$ cat config.mk
export PLATFORM = sky130hd
export DESIGN_NAME = rom_port_arbiter
export DESIGN_NICKNAME = d
export VERILOG_FILES = /design/src/rtl/rom_port_arbiter.sv
export SDC_FILE = /design/constraint.sdc
export NUM_CORES = 1
export LEC_CHECK = 0
export BUFFER_PORTS_ARGS = -buffer_cell sky130_fd_sc_hd__buf_2
export CORE_MARGIN = 3
export CORE_UTILIZATION = 43
export CTS_CLUSTER_DIAMETER = 30
export CTS_CLUSTER_SIZE = 16
export DETAILED_ROUTE_END_ITERATION = 16
export PLACE_DENSITY = 0.81
export SLEW_MARGIN = 10
export SYNTH_ARGS = -nofsm -noshare
export SYNTH_HDL_FRONTEND = slang
export SYNTH_SLANG_ARGS = --single-unit
$ cat constraint.sdc
create_clock -name clk -period 2.41 [get_ports clk]
set_input_delay 0 -clock clk [delete_from_list [all_inputs] [get_ports clk]]
set_output_delay 0 -clock clk [all_outputs]
set_load 0.02 [all_outputs]
$ cat src/rtl/rom_port_arbiter.sv
// rom_port_arbiter: shares a 1-cycle-latency ROM between fetch and load ports, halts on illegal fetch (ROM_ARB_STATS_EN adds o_stall_cnt)
module rom_port_arbiter #(
    parameter int ROM_SIZE   = 512,
    parameter int IP_LIMIT   = 318,
    parameter int STARVE_MAX = 3
) (
    input  logic                        clk,
    input  logic                        rst,
    input  logic                        i_if_req,
    input  logic [15:0]                 i_if_addr,
    output logic                        o_if_gnt,
    output logic                        o_if_rvalid,
    output logic [31:0]                 o_if_rdata,
    input  logic                        i_ld_req,
    input  logic [15:0]                 i_ld_addr,
    output logic                        o_ld_gnt,
    output logic                        o_ld_rvalid,
    output logic [31:0]                 o_ld_rdata,
    output logic                        o_ld_err,
    output logic                        o_rom_en,
    output logic [$clog2(ROM_SIZE)-1:0] o_rom_addr,
    input  logic [31:0]                 i_rom_rdata,
    output logic                        o_halt,
    output logic [15:0]                 o_halt_addr
`ifdef ROM_ARB_STATS_EN
    ,
    output logic [31:0]                 o_stall_cnt
`endif
);
    localparam int AW = $clog2(ROM_SIZE);
    localparam logic [3:0] SM = STARVE_MAX[3:0];

    if (IP_LIMIT >= ROM_SIZE) begin : g_bad_limit
        $error("IP_LIMIT must be below ROM_SIZE");
    end

    typedef enum logic {RUN, HALT} state_t;

    state_t      r_state, w_next;
    logic [3:0]  r_starve;
    logic        r_if_pend, r_ld_pend, r_ld_err;
    logic [31:0] r_if_hold, r_ld_hold;
    logic [15:0] r_halt_addr;
    logic        w_if_bad, w_if_ok, w_ld_range, w_if_gnt, w_ld_gnt;
    logic [31:0] w_ld_data;

    assign w_if_bad   = i_if_req && ({16'd0, i_if_addr} > IP_LIMIT);
    assign w_if_ok    = i_if_req && !w_if_bad;
    assign w_ld_range = {16'd0, i_ld_addr} >= ROM_SIZE;
    assign w_ld_data  = r_ld_err ? 32'd0 : i_rom_rdata;

    // arbitration and next state; grants are suppressed in HALT and while reset is held
    always_comb begin
        w_next   = r_state;
        w_if_gnt = 1'b0;
        w_ld_gnt = 1'b0;
        if (r_state == RUN && !rst) begin
            w_if_gnt = w_if_ok && (!i_ld_req || r_starve == SM);
            w_ld_gnt = i_ld_req && !w_if_gnt;
            if (w_if_bad) w_next = HALT;
        end
    end

    assign o_if_gnt    = w_if_gnt;
    assign o_ld_gnt    = w_ld_gnt;
    assign o_rom_en    = w_if_gnt || (w_ld_gnt && !w_ld_range);
    assign o_rom_addr  = w_if_gnt ? i_if_addr[AW-1:0] : (w_ld_gnt && !w_ld_range) ? i_ld_addr[AW-1:0] : '0;
    assign o_if_rvalid = r_if_pend;
    assign o_if_rdata  = r_if_pend ? i_rom_rdata : r_if_hold;
    assign o_ld_rvalid = r_ld_pend;
    assign o_ld_err    = r_ld_pend && r_ld_err;
    assign o_ld_rdata  = r_ld_pend ? w_ld_data : r_ld_hold;
    assign o_halt      = r_state == HALT;
    assign o_halt_addr = r_halt_addr;

    // state register, return tags, held read data and fetch starvation counter
    always_ff @(posedge clk or posedge rst) begin
        if (rst) begin
            r_state     <= RUN;
            r_starve    <= '0;
            r_if_pend   <= 1'b0;
            r_ld_pend   <= 1'b0;
            r_ld_err    <= 1'b0;
            r_if_hold   <= '0;
            r_ld_hold   <= '0;
            r_halt_addr <= '0;
        end else begin
            r_state   <= w_next;
            r_if_pend <= w_if_gnt;
            r_ld_pend <= w_ld_gnt;
            r_ld_err  <= w_ld_gnt && w_ld_range;
            if (r_state == RUN && w_if_bad) r_halt_addr <= i_if_addr;
            if (r_if_pend) r_if_hold <= i_rom_rdata;
            if (r_ld_pend) r_ld_hold <= w_ld_data;
            if (w_if_gnt) r_starve <= '0;
            else if (r_state == RUN && w_if_ok && r_starve != SM) r_starve <= r_starve + 4'd1;
        end
    end

`ifdef ROM_ARB_STATS_EN
    logic [31:0] r_stall_cnt;
    assign o_stall_cnt = r_stall_cnt;

    // one count per RUN cycle in which any requester is left waiting
    always_ff @(posedge clk or posedge rst) begin
        if (rst) r_stall_cnt <= '0;
        else if (r_state == RUN && ((i_if_req && !w_if_gnt) || (i_ld_req && !w_ld_gnt))) r_stall_cnt <= r_stall_cnt + 32'd1;
    end
`endif
endmodule

==> results_dict.tcl, run 1 <==
set metrics [dict create \
    outcome "complete, no violations" \
    grt_pass1_wl_um 16900 \
    avgSynthCellArea_um2 11.6 \
    whs_path_depth 3 \
    fin_crit_sh 0.951 \
    syn_inst 331 \
    start_util 0.455 \
    cts_root_buf "clkbuf_8" \
    vias 3412 \
    timing.hold.ws_ns 0.181 \
    async_flop_share 1.00 \
    die_area_mm2 0.0101 \
    crit_path_end_kind "output pin" \
    crit_family "buffers and inverters" \
    cts.sinks 88 \
    use_met3 0.0526 \
    grt.met1_usage 0.254 \
    synth.largest_area_cell "dfrtp_1" \
    clkTransAtPathRegs_ns 0.08 \
    gp_congestion 0.885 \
    htreeDepth 3 \
    core_mm2 0.00842 \
    synth_area_leaders "dfrtp_1 57%, mux2_2 7.6%, mux2_1 6.5%" \
    min_period_ns 2.29 \
    synthFlopType "dfrtp_1" \
    maxCapViolations 0 \
    synth_top_area_share 0.574 \
    fp.dieH_um 100 \
    cpPeakStageDelay_ns 0.64 \
    dp_hpwl_um 7070 \
    ys_seq_elements 88 \
    hold_viol_final 0 \
    synth_most_common_cell "dfrtp_1" \
    synth.cell_area_mm2 0.00384 \
    synthToLayoutAreaGrowth_pct 43.7 \
    grt_max_degree 41 \
    busiest_layer "met2" \
    yosysUniqueCellTypes 42 \
    skew_ns 0.00846 \
    worstMarginPinSlew_ns 0.741 \
    synth_seq_area_share 0.574 \
    clk_path_buf_depth 2 \
    slew_violations 0 \
    crit_required_ns 2.41 \
    cp.arrival_ns 2.29 \
    io_buffer_count 163 \
    worst_path_most_repeated_cell "buf_2" \
    first_global_vias 3512 \
    cp_cell_sequence "dlygate4sd3_1 -> buf_2 -> and3_1 -> a21o_2 -> or4_4 -> o22ai_1 -> buf_2" \
    slowest_stage "or4_4" \
    antenna_found_initial 0 \
    max_freq_mhz 436 \
    hold_path.class "input pin to register" \
    track_usage 0.213 \
    final_nets 615 \
    min_from "i_ld_addr[15]" \
    via_per_inst 5.21 \
    clock_latency_ns 0.34 \
    power_density_mw_per_mm2 640 \
    route.detailed.drc 0 \
    grt-ovfl-total 0 \
    total_power_uw 3530 \
    pin_count 164 \
    met2_usage 0.369 \
    avgRoutedWirePerCell_um 16.5 \
    min_to "r_ld_err" \
    setup_viol 0 \
    cts_setup_buffers 0 \
    cp_num_buf_inv 3 \
    wirelength_um 10800 \
    worstSetupStartpointType "input pin" \
    finish.utilization 0.654 \
    ys_warn_count 0 \
    vdd_drop_max_v 0.000344 \
    critical_path_class "input pin to output pin" \
    die_width_um 100 \
    drt_iter0_drc 95 \
    rows 33 \
    r2r_cells 5 \
    cts_buffers 9 \
    synthesis.nets 400 \
    cp_max_fo 16 \
    drive_above_1_share 0.405 \
    rrSetupSlack_ns 0.55 \
    leakagePower_uw 0.00279 \
    timing.rr.start "r_starve[0]" \
    cts_tree "done" \
    slew-limit-headroom 0.504 \
    synth_edf_count 0 \
    antenna_cells 0 \
    ant_nets 0 \
    dr.pass1.iters 4 \
    netlist_top_cells_count "88 x dfrtp_1, 35 x inv_1, 34 x o21ai_0, 30 x nand3b_1, 26 x mux2_2" \
    r2r-end "o_ld_rvalid" \
]
## final cells by class
type / instances / area (µm²)
tap: 105 / 131
fill: 631 / 2910
inverter: 35 / 133
sequential: 88 / 2200
timing repair buffer: 223 / 1390
clock inverter: 4 / 55.1
multi-input combinational: 189 / 1450
clock buffer: 11 / 141
## timing repair
| item | in CTS | in global routing |
|---|---|---|
| pin swaps | 0 | 0 |
| gates resized for setup | 1 | 4 |
| setup endpoints to repair | 7 | 7 |
| hold buffers | 51 | 0 |
| endpoints found under the hold margin | 108 | 0 |
## worst max path at each step
stage | startpoint | endpoint | slack, ns | depth (start not counted)
floorplan | rst | o_halt | 0.11 | 1
global placement | r_starve[0] | o_ld_gnt | 0.39 | 6
detailed placement | r_starve[0] | o_ld_gnt | 0.31 | 6
CTS | i_if_addr[0] | o_ld_gnt | 0.04 | 7
global route | r_starve[0] | o_rom_addr[2] | -0.006 | 6
finish | i_if_addr[0] | o_rom_addr[2] | 0.12 | 7
## flip-flops by register name, indices dropped and copies added, names as in the netlist
name	count
r_if_hold	32
r_starve	4
r_ld_hold	32
o_ld_rvalid	1
r_ld_err	1
o_if_rvalid	1
o_halt	1
o_halt_addr	16
## cell usage in the layout (no fill, tap or decap), types with 2 or more instances in the layout
cell	Yosys	final
nand3b_1	30	30
buf_4	1	9
and3_1	2	2
or4_1	4	3
o21ai_0	34	34
nand2_1	16	16
o211ai_1	4	4
nor2_1	4	4
o31ai_1	2	2
a21oi_1	9	9
or4_4	1	2
dfrtp_1	88	87
nor3_1	2	2
clkinv_4	0	2
dlygate4sd3_1	0	51
nor2b_1	2	2
inv_1	35	34
mux2_2	26	26
clkbuf_8	0	10
buf_2	1	163
or4b_1	2	2
nand3_1	4	4
o22ai_1	6	6
mux2_1	22	22
## report_power, final
part	switching [µW]	leakage, µW	internal, µW
Clock	498	0.0000956	506
Combinational	503	0.00157	293
Sequential	69.2	0.00112	1660
Total	1070	0.00279	2450
## worst min-delay path: cells and delay by family
kind / cells / cell delay (ns)
buffers and inverters: 1 / 0.09
AND/OR/NAND/NOR: 2 / 0.34
## stage by stage
| stage | setup WS, ns | instance area [µm²] | TNS [ns] | instances |
|---|---|---|---|---|
| floorplan | 0.113 | 3840 | 0 | 331 |
| global placement | 0.389 | 4780 | 0 | 589 |
| detailed placement | 0.305 | 4780 | 0 | 589 |
| CTS | 0.0420 | 5490 | 0 | 655 |
| global route | -0.00636 | 5510 | -0.00636 | 655 |
| finish | 0.117 | 5510 | 0 | 655 |
## metal layers
metal	vias up	share of wire
met3	25	0.080
li1	1589	-
met2	170	0.49
met5	-	0
met4	0	0.022
met1	1628	0.41
## cell families (layout without fill, tap and decap cells)
group | count (synthesis) | in the layout | share of synthesized area
AOI/OAI and AO/OA | 61 | 61 | 0.0933
adders and majority gates | 1 | 1 | 0.00326
buffers and inverters | 54 | 273 | 0.0541
DFF | 88 | 88 | 0.574
muxes | 48 | 48 | 0.141
and+or+nand+nor | 79 | 79 | 0.134
(Power assumes the default switching activity.)
==> run 2, diff against run 1 <==
--- a/config.mk
+++ b/config.mk
@@ -5,6 +5,7 @@
 export SDC_FILE = /design/constraint.sdc
 export NUM_CORES = 1
 export LEC_CHECK = 0
+export ABC_AREA = 1
 export BUFFER_PORTS_ARGS = -buffer_cell sky130_fd_sc_hd__buf_2
 export CORE_MARGIN = 3
 export CORE_UTILIZATION = 43
==> results_dict.tcl, run 2 <==
set metrics [dict create \
    critical_path_class "register to output pin" \
    cts.sinks 88 \
    slew-limit-headroom 0.424 \
    grt_pass1_wl_um 16300 \
    die_area_mm2 0.0103 \
    final_nets 713 \
    crit_required_ns 2.41 \
    outcome "complete, no violations" \
    dr.pass1.iters 5 \
    clkTransAtPathRegs_ns 0.08 \
    clock_latency_ns 0.35 \
    crit_path_end_kind "output pin" \
    wirelength_um 10400 \
    cts_root_buf "clkbuf_8" \
    core_mm2 0.00876 \
    synthFlopType "dfrtp_1" \
    rsz0062_at_grt "false" \
    synth_edf_count 0 \
    via_per_inst 4.70 \
    clk_path_buf_depth 2 \
    fin_setup_tns_ns 0 \
    n_fill_cell 697 \
    finish.utilization 0.634 \
    yosysUniqueCellTypes 29 \
    async_flop_share 1.00 \
    antenna_cells 0 \
    cp_max_fo 12 \
    first_global_vias 3494 \
    slew_violations 0 \
    pre_cts_slack_ns 0.676 \
    power_density_mw_per_mm2 688 \
    ys_warn_count 0 \
    post_cts_resize_count 0 \
    cts_setup_buffers 0 \
    ys_seq_elements 88 \
    setup_viol 0 \
    hold_path.class "input pin to register" \
    route.detailed.drc 0 \
    avgRoutedWirePerCell_um 13.8 \
    syn_inst 434 \
    synth.cell_area_mm2 0.00391 \
    finalWorstSetupSlack_ns 0.323 \
    hold_viol_final 0 \
    leakagePower_uw 0.00299 \
    grt_max_degree 89 \
    io_buffer_count 163 \
    avgSynthCellArea_um2 9.00 \
    fin_crit_sh 0.866 \
    synth_top_area_share 0.564 \
    final_common_cell "buf_2" \
    htreeDepth 3 \
    cp.arrival_ns 2.09 \
    pin_count 164 \
    die_width_um 101 \
    placed_cell_area_mm2 0.00480 \
    synth_seq_area_share 0.564 \
    vias 3558 \
    netlist_top_cells_count "89 x inv_1, 88 x dfrtp_1, 66 x nand2_1, 40 x nor2_1" \
    synthesis.nets 503 \
    total_power_uw 3830 \
    start_util 0.446 \
    skew_ns 0.0142 \
    rows 34 \
    drive_above_1_share 0.325 \
    layout_common_cells "163 x buf_2, 88 x inv_1, 87 x dfrtp_1" \
    cts_buffers 9 \
    min_period_ns 2.09 \
    synth_most_common_cell "inv_1" \
    fp.dieH_um 101 \
    ant_nets 0 \
    vdd_drop_max_v 0.000413 \
    design_area_mm2 0.00556 \
    track_usage 0.199 \
    worstSetupStartpointType "register" \
    synthToLayoutAreaGrowth_pct 42.3 \
    drt_iter0_drc 119 \
    grt-ovfl-total 0 \
    dp_hpwl_um 6820 \
    gp_congestion 0.848 \
    cts_tree "done" \
    whs_path_depth 5 \
    synth.largest_area_cell "dfrtp_1" \
    worstMarginPinSlew_ns 0.864 \
    max_freq_mhz 479 \
    antenna_found_initial 0 \
    synth_area_leaders "dfrtp_1 56%, inv_1 8.5%, nand2_1 6.3%" \
    cts_hold_buf 51 \
    r2r_cells 8 \
    maxCapViolations 0 \
]
run 2: worst max-delay path, stage by stage (launching register included):
cell and delay [ns]:
dfrtp_1 0.39, ha_1 0.20, nand2_1 0.09, nand2_1 0.13, nand4_4 0.25, nor2_4 0.18, inv_2 0.11, nand2_4 0.12
nand2_1 0.06, inv_1 0.06, buf_2 0.16
run 2: final cells by class:
cell class,count,area [µm²],area share
multi-input combinational,235,1250,0.226
inverter,91,343,0.0617
timing repair buffer,219,1380,0.248
sequential,88,2200,0.396
tap,108,135,0.0243
clock buffer,9,124,0.0223
clock inverter,7,124,0.0223
run 2: final timing paths:
check                             endpoint  slack [ns]             from
hold reg to reg            o_halt_addr[14]        0.50  o_halt_addr[14]
min in group asynchronous    r_if_hold[18]        0.34              rst
max in group asynchronous      o_if_rvalid        1.69              rst
hold / removal                 o_ld_rvalid        0.07         i_ld_req
setup reg to reg               r_starve[0]        0.80      r_starve[0]
setup / recovery             o_rom_addr[8]        0.32      r_starve[0]
run 2: through the flow:
stage          instances  hold WS [ns]
6_report             757        0.0702
5_1_grt              757         0.105
4_1_cts              757        0.0544
3_5_place_dp         690         0.178
3_3_place_gp         690         0.168
2_1_floorplan        434        0.0961
run 2: cells by family (layout without fill, tap and decap cells):
kind of cell / count (synthesis) / in the layout / share of synthesized area
simple gates: 142 / 142 / 0.172
buf+inv: 111 / 326 / 0.116
xor+xnor: 2 / 2 / 0.00448
flops: 88 / 88 / 0.564
compound gates: 88 / 88 / 0.135
fa+ha+maj: 1 / 1 / 0.00320
mux: 2 / 2 / 0.00576
run 2: per-layer routing:
metal,track usage,share of wire,vias up
met5,0,0,-
met4,0.0746,0.019,0
met3,0.0413,0.070,21
met2,0.354,0.50,155
met1,0.238,0.41,1599
li1,-,-,1783
run 2: report_power, final:
group          leakage [µW]  internal (µW)  switching [µW]
Sequential         0.000971           1660            67.8
Combinational       0.00190            323             540
Clock              0.000121            700             540
